## config.mk

```make
export PLATFORM = sky130hd
export DESIGN_NAME = mem_load_unit
export DESIGN_NICKNAME = d
export VERILOG_FILES = /design/src/rtl/mem_load_unit.sv
export SDC_FILE = /design/constraint.sdc
export NUM_CORES = 1
export LEC_CHECK = 0
export ABC_CLOCK_PERIOD_IN_PS = 1600
export CELL_PAD_IN_SITES_DETAIL_PLACEMENT = 0
export CELL_PAD_IN_SITES_GLOBAL_PLACEMENT = 1
export CORE_ASPECT_RATIO = 1.1
export CORE_MARGIN = 8
export CORE_UTILIZATION = 27
export CTS_BUF_LIST = sky130_fd_sc_hd__clkbuf_8
export DETAILED_ROUTE_END_ITERATION = 8
export PLACE_DENSITY = 0.82
export RECOVER_POWER = 100
export SLEW_MARGIN = 15
export SYNTH_ARGS = -nofsm -noshare
export SYNTH_HDL_FRONTEND = slang
export SYNTH_SLANG_ARGS = --single-unit
```

## constraint.sdc

```tcl
create_clock -name clk -period 1.6 [get_ports clk]
set_input_delay 0.16 -clock clk [delete_from_list [all_inputs] [get_ports clk]]
set_output_delay 0.16 -clock clk [all_outputs]
set_load 0.02 [all_outputs]
```

## src/rtl/mem_load_unit.sv

```systemverilog
// Load unit: byte/half/word loads from a word-wide data memory with sign/zero extension.
// Optional MISALIGNED_LOAD_EN: word-crossing loads take two reads instead of faulting.
module mem_load_unit #(
    parameter int unsigned MEM_WORDS = 256
) (
    input  logic        clk,
    input  logic        rst,
    input  logic        req_valid,
    output logic        req_ready,
    input  logic [31:0] req_addr,
    input  logic [1:0]  req_width,
    input  logic        req_unsigned,
    output logic        mem_rd_en,
    output logic [29:0] mem_rd_idx,
    input  logic [31:0] mem_rd_data,
    output logic        rsp_valid,
    input  logic        rsp_ready,
    output logic [31:0] rsp_data,
    output logic        rsp_fault
);

    localparam int unsigned IDX_W = 30;

    localparam logic [1:0] W_BYTE = 2'b00;
    localparam logic [1:0] W_HALF = 2'b01;
    localparam logic [1:0] W_WORD = 2'b10;
    localparam logic [1:0] W_RSVD = 2'b11;

    typedef enum logic [2:0] {
        IDLE = 3'd0,
        REQ0 = 3'd1,
        CAP0 = 3'd2,
`ifdef MISALIGNED_LOAD_EN
        CAP1 = 3'd4,
`endif
        RSP  = 3'd3
    } state_t;

    state_t            state_q, state_n;
    logic [1:0]        off_q;
    logic [1:0]        width_q;
    logic              uns_q;
    logic              accept_c;
    logic              req_fault_c;
    logic              crossing_c;

    logic              req_ready_n;
    logic              mem_rd_en_n;
    logic [IDX_W-1:0]  mem_rd_idx_n;
    logic              rsp_valid_n;
    logic [31:0]       rsp_data_n;
    logic              rsp_fault_n;

`ifdef MISALIGNED_LOAD_EN
    logic [31:0]       lo_q, lo_n;
`endif

    function automatic logic [IDX_W-1:0] word_idx(input logic [31:0] a);
        return a[31:2] % IDX_W'(MEM_WORDS);
    endfunction

    function automatic logic [IDX_W-1:0] next_idx(input logic [IDX_W-1:0] idx);
        return (idx == IDX_W'(MEM_WORDS - 1)) ? '0 : idx + IDX_W'(1);
    endfunction

    // Little-endian pick from {hi,lo} starting at the byte offset, then extend.
    function automatic logic [31:0] extract(input logic [63:0] pair, input logic [1:0] off,
                                            input logic [1:0] w, input logic u);
        logic [31:0] sh;
        sh = 32'(pair >> {off, 3'b000});
        case (w)
            W_BYTE:  return u ? {24'h0, sh[7:0]} : {{24{sh[7]}}, sh[7:0]};
            W_HALF:  return u ? {16'h0, sh[15:0]} : {{16{sh[15]}}, sh[15:0]};
            default: return sh;
        endcase
    endfunction

    assign accept_c = req_valid && req_ready;

`ifdef MISALIGNED_LOAD_EN
    assign req_fault_c = (req_width == W_RSVD);
    assign crossing_c  = ((width_q == W_WORD) && (off_q != 2'b00)) ||
                         ((width_q == W_HALF) && (off_q == 2'b11));
`else
    assign req_fault_c = (req_width == W_RSVD) ||
                         ((req_width == W_HALF) && req_addr[0]) ||
                         ((req_width == W_WORD) && (req_addr[1:0] != 2'b00));
    assign crossing_c  = 1'b0;
`endif

    // Next state and next values of every registered output.
    always_comb begin
        state_n      = state_q;
        req_ready_n  = req_ready;
        mem_rd_en_n  = 1'b0;
        mem_rd_idx_n = mem_rd_idx;
        rsp_valid_n  = rsp_valid;
        rsp_data_n   = rsp_data;
        rsp_fault_n  = rsp_fault;
`ifdef MISALIGNED_LOAD_EN
        lo_n         = lo_q;
`endif
        case (state_q)
            IDLE: begin
                if (accept_c) begin
                    req_ready_n = 1'b0;
                    if (req_fault_c) begin
                        state_n     = RSP;
                        rsp_valid_n = 1'b1;
                        rsp_fault_n = 1'b1;
                        rsp_data_n  = 32'h0;
                    end else begin
                        state_n      = REQ0;
                        mem_rd_en_n  = 1'b1;
                        mem_rd_idx_n = word_idx(req_addr);
                    end
                end
            end
            REQ0: begin
                state_n = CAP0;
                // Second read is strobed during CAP0 for word-crossing accesses.
                if (crossing_c) begin
                    mem_rd_en_n  = 1'b1;
                    mem_rd_idx_n = next_idx(mem_rd_idx);
                end
            end
            CAP0: begin
`ifdef MISALIGNED_LOAD_EN
                lo_n = mem_rd_data;
                if (crossing_c) begin
                    state_n = CAP1;
                end else begin
                    state_n     = RSP;
                    rsp_valid_n = 1'b1;
                    rsp_fault_n = 1'b0;
                    rsp_data_n  = extract({32'h0, mem_rd_data}, off_q, width_q, uns_q);
                end
`else
                state_n     = RSP;
                rsp_valid_n = 1'b1;
                rsp_fault_n = 1'b0;
                rsp_data_n  = extract({32'h0, mem_rd_data}, off_q, width_q, uns_q);
`endif
            end
`ifdef MISALIGNED_LOAD_EN
            CAP1: begin
                state_n     = RSP;
                rsp_valid_n = 1'b1;
                rsp_fault_n = 1'b0;
                rsp_data_n  = extract({mem_rd_data, lo_q}, off_q, width_q, uns_q);
            end
`endif
            RSP: begin
                if (rsp_ready) begin
                    state_n     = IDLE;
                    rsp_valid_n = 1'b0;
                    req_ready_n = 1'b1;
                end
            end
            default: begin
                state_n     = IDLE;
                req_ready_n = 1'b1;
                rsp_valid_n = 1'b0;
            end
        endcase
    end

    // State, request fields and registered outputs.
    always_ff @(posedge clk) begin
        if (rst) begin
            state_q    <= IDLE;
            off_q      <= 2'b00;
            width_q    <= 2'b00;
            uns_q      <= 1'b0;
            req_ready  <= 1'b1;
            mem_rd_en  <= 1'b0;
            mem_rd_idx <= '0;
            rsp_valid  <= 1'b0;
            rsp_data   <= 32'h0;
            rsp_fault  <= 1'b0;
`ifdef MISALIGNED_LOAD_EN
            lo_q       <= 32'h0;
`endif
        end else begin
            state_q    <= state_n;
            req_ready  <= req_ready_n;
            mem_rd_en  <= mem_rd_en_n;
            mem_rd_idx <= mem_rd_idx_n;
            rsp_valid  <= rsp_valid_n;
            rsp_data   <= rsp_data_n;
            rsp_fault  <= rsp_fault_n;
`ifdef MISALIGNED_LOAD_EN
            lo_q       <= lo_n;
`endif
            if (accept_c) begin
                off_q   <= req_addr[1:0];
                width_q <= req_width;
                uns_q   <= req_unsigned;
            end
        end
    end

endmodule

```

==> flow_metrics.py <==
metrics = {
    "final_layout": {
        "final_nets": 499,
        "layout_common_cells": "clkdlybuf4s50_1 (53), dfxtp_1 (47), dlygate4sd3_1 (38)",
        "drive_gt1_frac": 0.1891,
        "antennaDiodeCount": 0,
        "layout_commonest_cell": "clkdlybuf4s50_1",
        "multiInputGateArea_sq_um": 1635,
        "ff_latch_area_sq_um": 1028,
        "area_delta_synth_final_pct": 54.47,
        "final_util": 0.4288,
        "nFillCells": 966,
    },
    "synth": {
        "synth_area_leaders": "dfxtp_1 (37%), mux2i_1 (11%), buf_4 (6.3%), a21oi_1 (6.0%), o2bb2ai_1 (4.8%)",
        "synth_top_area_cell": "dfxtp_1",
        "synth_cell_type_count": 43,
        "synth_area_sq_um": 2745,
        "synth_edf_count": 0,
        "ys.flop_type": "dfxtp_1",
        "syn_inst": 308,
        "ys_warn_count": 0,
        "post_synth.cell_area_avg_sq_um": 8.913,
        "synth_top_area_share": 0.3719,
        "async_reset_ff_frac": 0,
        "synth_seq_cells": 51,
        "ys_seq_area_frac": 0.3719,
    },
    "die": {
        "start_util": 0.2776,
        "fp-row-count": 38,
        "dieHeight_um": 121.8,
        "die_area_sq_um": 13650,
        "core_sq_um": 9889,
        "die_w_um": 112.1,
        "io_pins": 137,
    },
    "flow_run": {
        "cap_viol_max_count": 0,
    },
    "setup_path": {
        "max_stage_delay_ns": 0.38,
        "crit_family": "compound AO/OA/AOI/OAI gates",
        "path_class": "reg -> reg",
        "critical-path-slowest-cell": "dfxtp_4",
        "start_kind": "flop",
        "worstPathRequired_ns": 1.81,
        "worstPathCellList": "mux2i_2, o211ai_1, a31oi_4, buf_12, o32ai_1",
        "path_buf_inv": 1,
        "crit_fanout": 8,
        "crit_arrival_ns": 1.82,
        "endpoint_kind": "flop",
    },
    "timing": {
        "slew_violations": 0,
        "fmax_mhz": 620.4,
        "timing.final.crit_share": 1.007,
        "rsz0062_at_grt": "yes",
        "setup_slack_ns": -0.01180,
        "finalSetupViolations": 1,
        "final_hold_viol_count": 0,
        "timing.setup.tns_ns": -0.01180,
        "finClkSkew_ns": 0.01091,
        "fin_crit_ns": 1.612,
    },
    "routing": {
        "final_antenna_net_count": 0,
        "drc": 0,
        "drt-pass1-iter-count": 4,
        "viasPerCell": 4.965,
        "wire_per_inst_um": 16.99,
        "vias": 2696,
        "wl_um": 9225,
        "drt_iter0_drc": 131,
    },
    "grt": {
        "grt_pass1_vias": 2761,
        "grt_max_degree": 20,
        "grt_pass1_wl_um": 14130,
        "grt_usage": 0.1274,
        "globalRoute.totalOverflow": 0,
        "antenna_found_initial": 0,
    },
    "worst_hold_path": {
        "hold_path.class": "in -> reg",
    },
    "cts": {
        "path_clk_slew_ns": 0.09,
        "cts_made_buffers": 5,
        "htreeDepth": 2,
        "cts-root-buf": "clkbuf_8",
        "insertion_delay_ns": 0.30,
        "numClockSinks": 51,
        "postCtsHoldBufs": 0,
        "cts_tree": "done",
        "clockBufferDepth": 2,
    },
    "pwr": {
        "ir_worst_vdd_mv": 0.4877,
        "leakage_nw": 1.623,
        "p_per_area_nw_per_um2": 1160,
    },
    "placement": {
        "pre_cts_slack_ns": -0.2307,
        "gp_congestion": 0.8361,
        "portBuffers": 92,
        "hpwl_um": 7194,
    },
    "status": {
        "status": "finished, violations left",
        "violations": "negative setup slack",
    },
}
## per-layer routing
metal,track usage,wire (um)
met3,0.04010,646
met1,0.1471,3875
met4,0.03460,109
met2,0.2237,4594
met5,0,0
## final timing paths
path,from,to,slack [ns],cells after the start
worst max-delay path,off_q[1]$_SDFFE_PP0P_,rsp_data[27]$_SDFFE_PP0P_,-0.01,5
worst min-delay path,req_addr[4],mem_rd_idx[2]$_SDFFE_PP0P_,0.41,3
worst max register to register,off_q[1]$_SDFFE_PP0P_,rsp_data[27]$_SDFFE_PP0P_,-0.01,5
worst min register to register,mem_rd_idx[3]$_SDFFE_PP0P_,mem_rd_idx[3]$_SDFFE_PP0P_,0.45,2
## stage by stage
step	hold slack, ns	power, mW	cells	instance area, sq um
floorplan	0.2960	2.933	329	2828
global placement	0.4414	3.916	531	3938
detailed placement	0.4461	3.965	531	3938
CTS	0.3996	4.711	537	4045
global route	0.4098	5.222	543	4240
finish	0.4070	4.919	543	4240
## synth_stat cells, drive strengths merged, types with 8 or more instances
cell type  count
inv           13
a32o           8
dfxtp         51
o2bb2ai       15
clkbuf        12
nand4          8
mux2i         31
nand3          9
buf           33
nand2         22
a21oi         34
o21ai         22
a21boi         8
o32ai          8
## sequential cells by signal (all words and copies together) (netlist names)
name	count
rsp_data	32
rsp_valid	1
req_ready	1
uns_q	1
mem_rd_en	1
mem_rd_idx	8
rsp_fault	1
width_q	2
state_q	2
off_q	2
## timing repair
item                                   in CTS  in global routing
setup endpoints to repair                  26                 40
setup buffers                               0                  5
endpoints found under the hold margin       0                  0
cloned                                      0                  1
resized for setup                          10                 32
pin swaps                                   0                  3
## kinds of logic (layout without fill, tap and decap cells)
family / Yosys count / count (layout) / synth area share
AOI/OAI and AO/OA: 108 / 108 / 0.2676
adders and majority gates: 4 / 4 / 0.01823
buffers and inverters: 58 / 152 / 0.1176
DFF: 51 / 51 / 0.3719
muxes: 32 / 32 / 0.1226
other: 1 / 22 / 0.001366
and+or+nand+nor: 54 / 54 / 0.1007
## power breakdown
part,switching (mW),total [mW],internal [mW]
logic,1.41,2.63,1.22
registers,0.126,1.59,1.47
clock network,0.410,0.696,0.287
## worst min-delay path, delay by kind of cell
family,cells,cell delay (ns)
AOI/OAI and AO/OA,1,0.05
buffers and inverters,1,0.40
and+or+nand+nor,1,0.06
## area by class of cell
| type | count | area share |
|---|---|---|
| Clock inverter | 1 | 0.0008852 |
| Clock buffer | 5 | 0.01623 |
| Inverter | 13 | 0.01151 |
| Sequential cell | 51 | 0.2426 |
| Multi-Input combinational cell | 220 | 0.3857 |
| Tap cell | 120 | 0.03541 |
| Timing Repair Buffer | 133 | 0.3078 |
(Power assumes the default switching activity.)
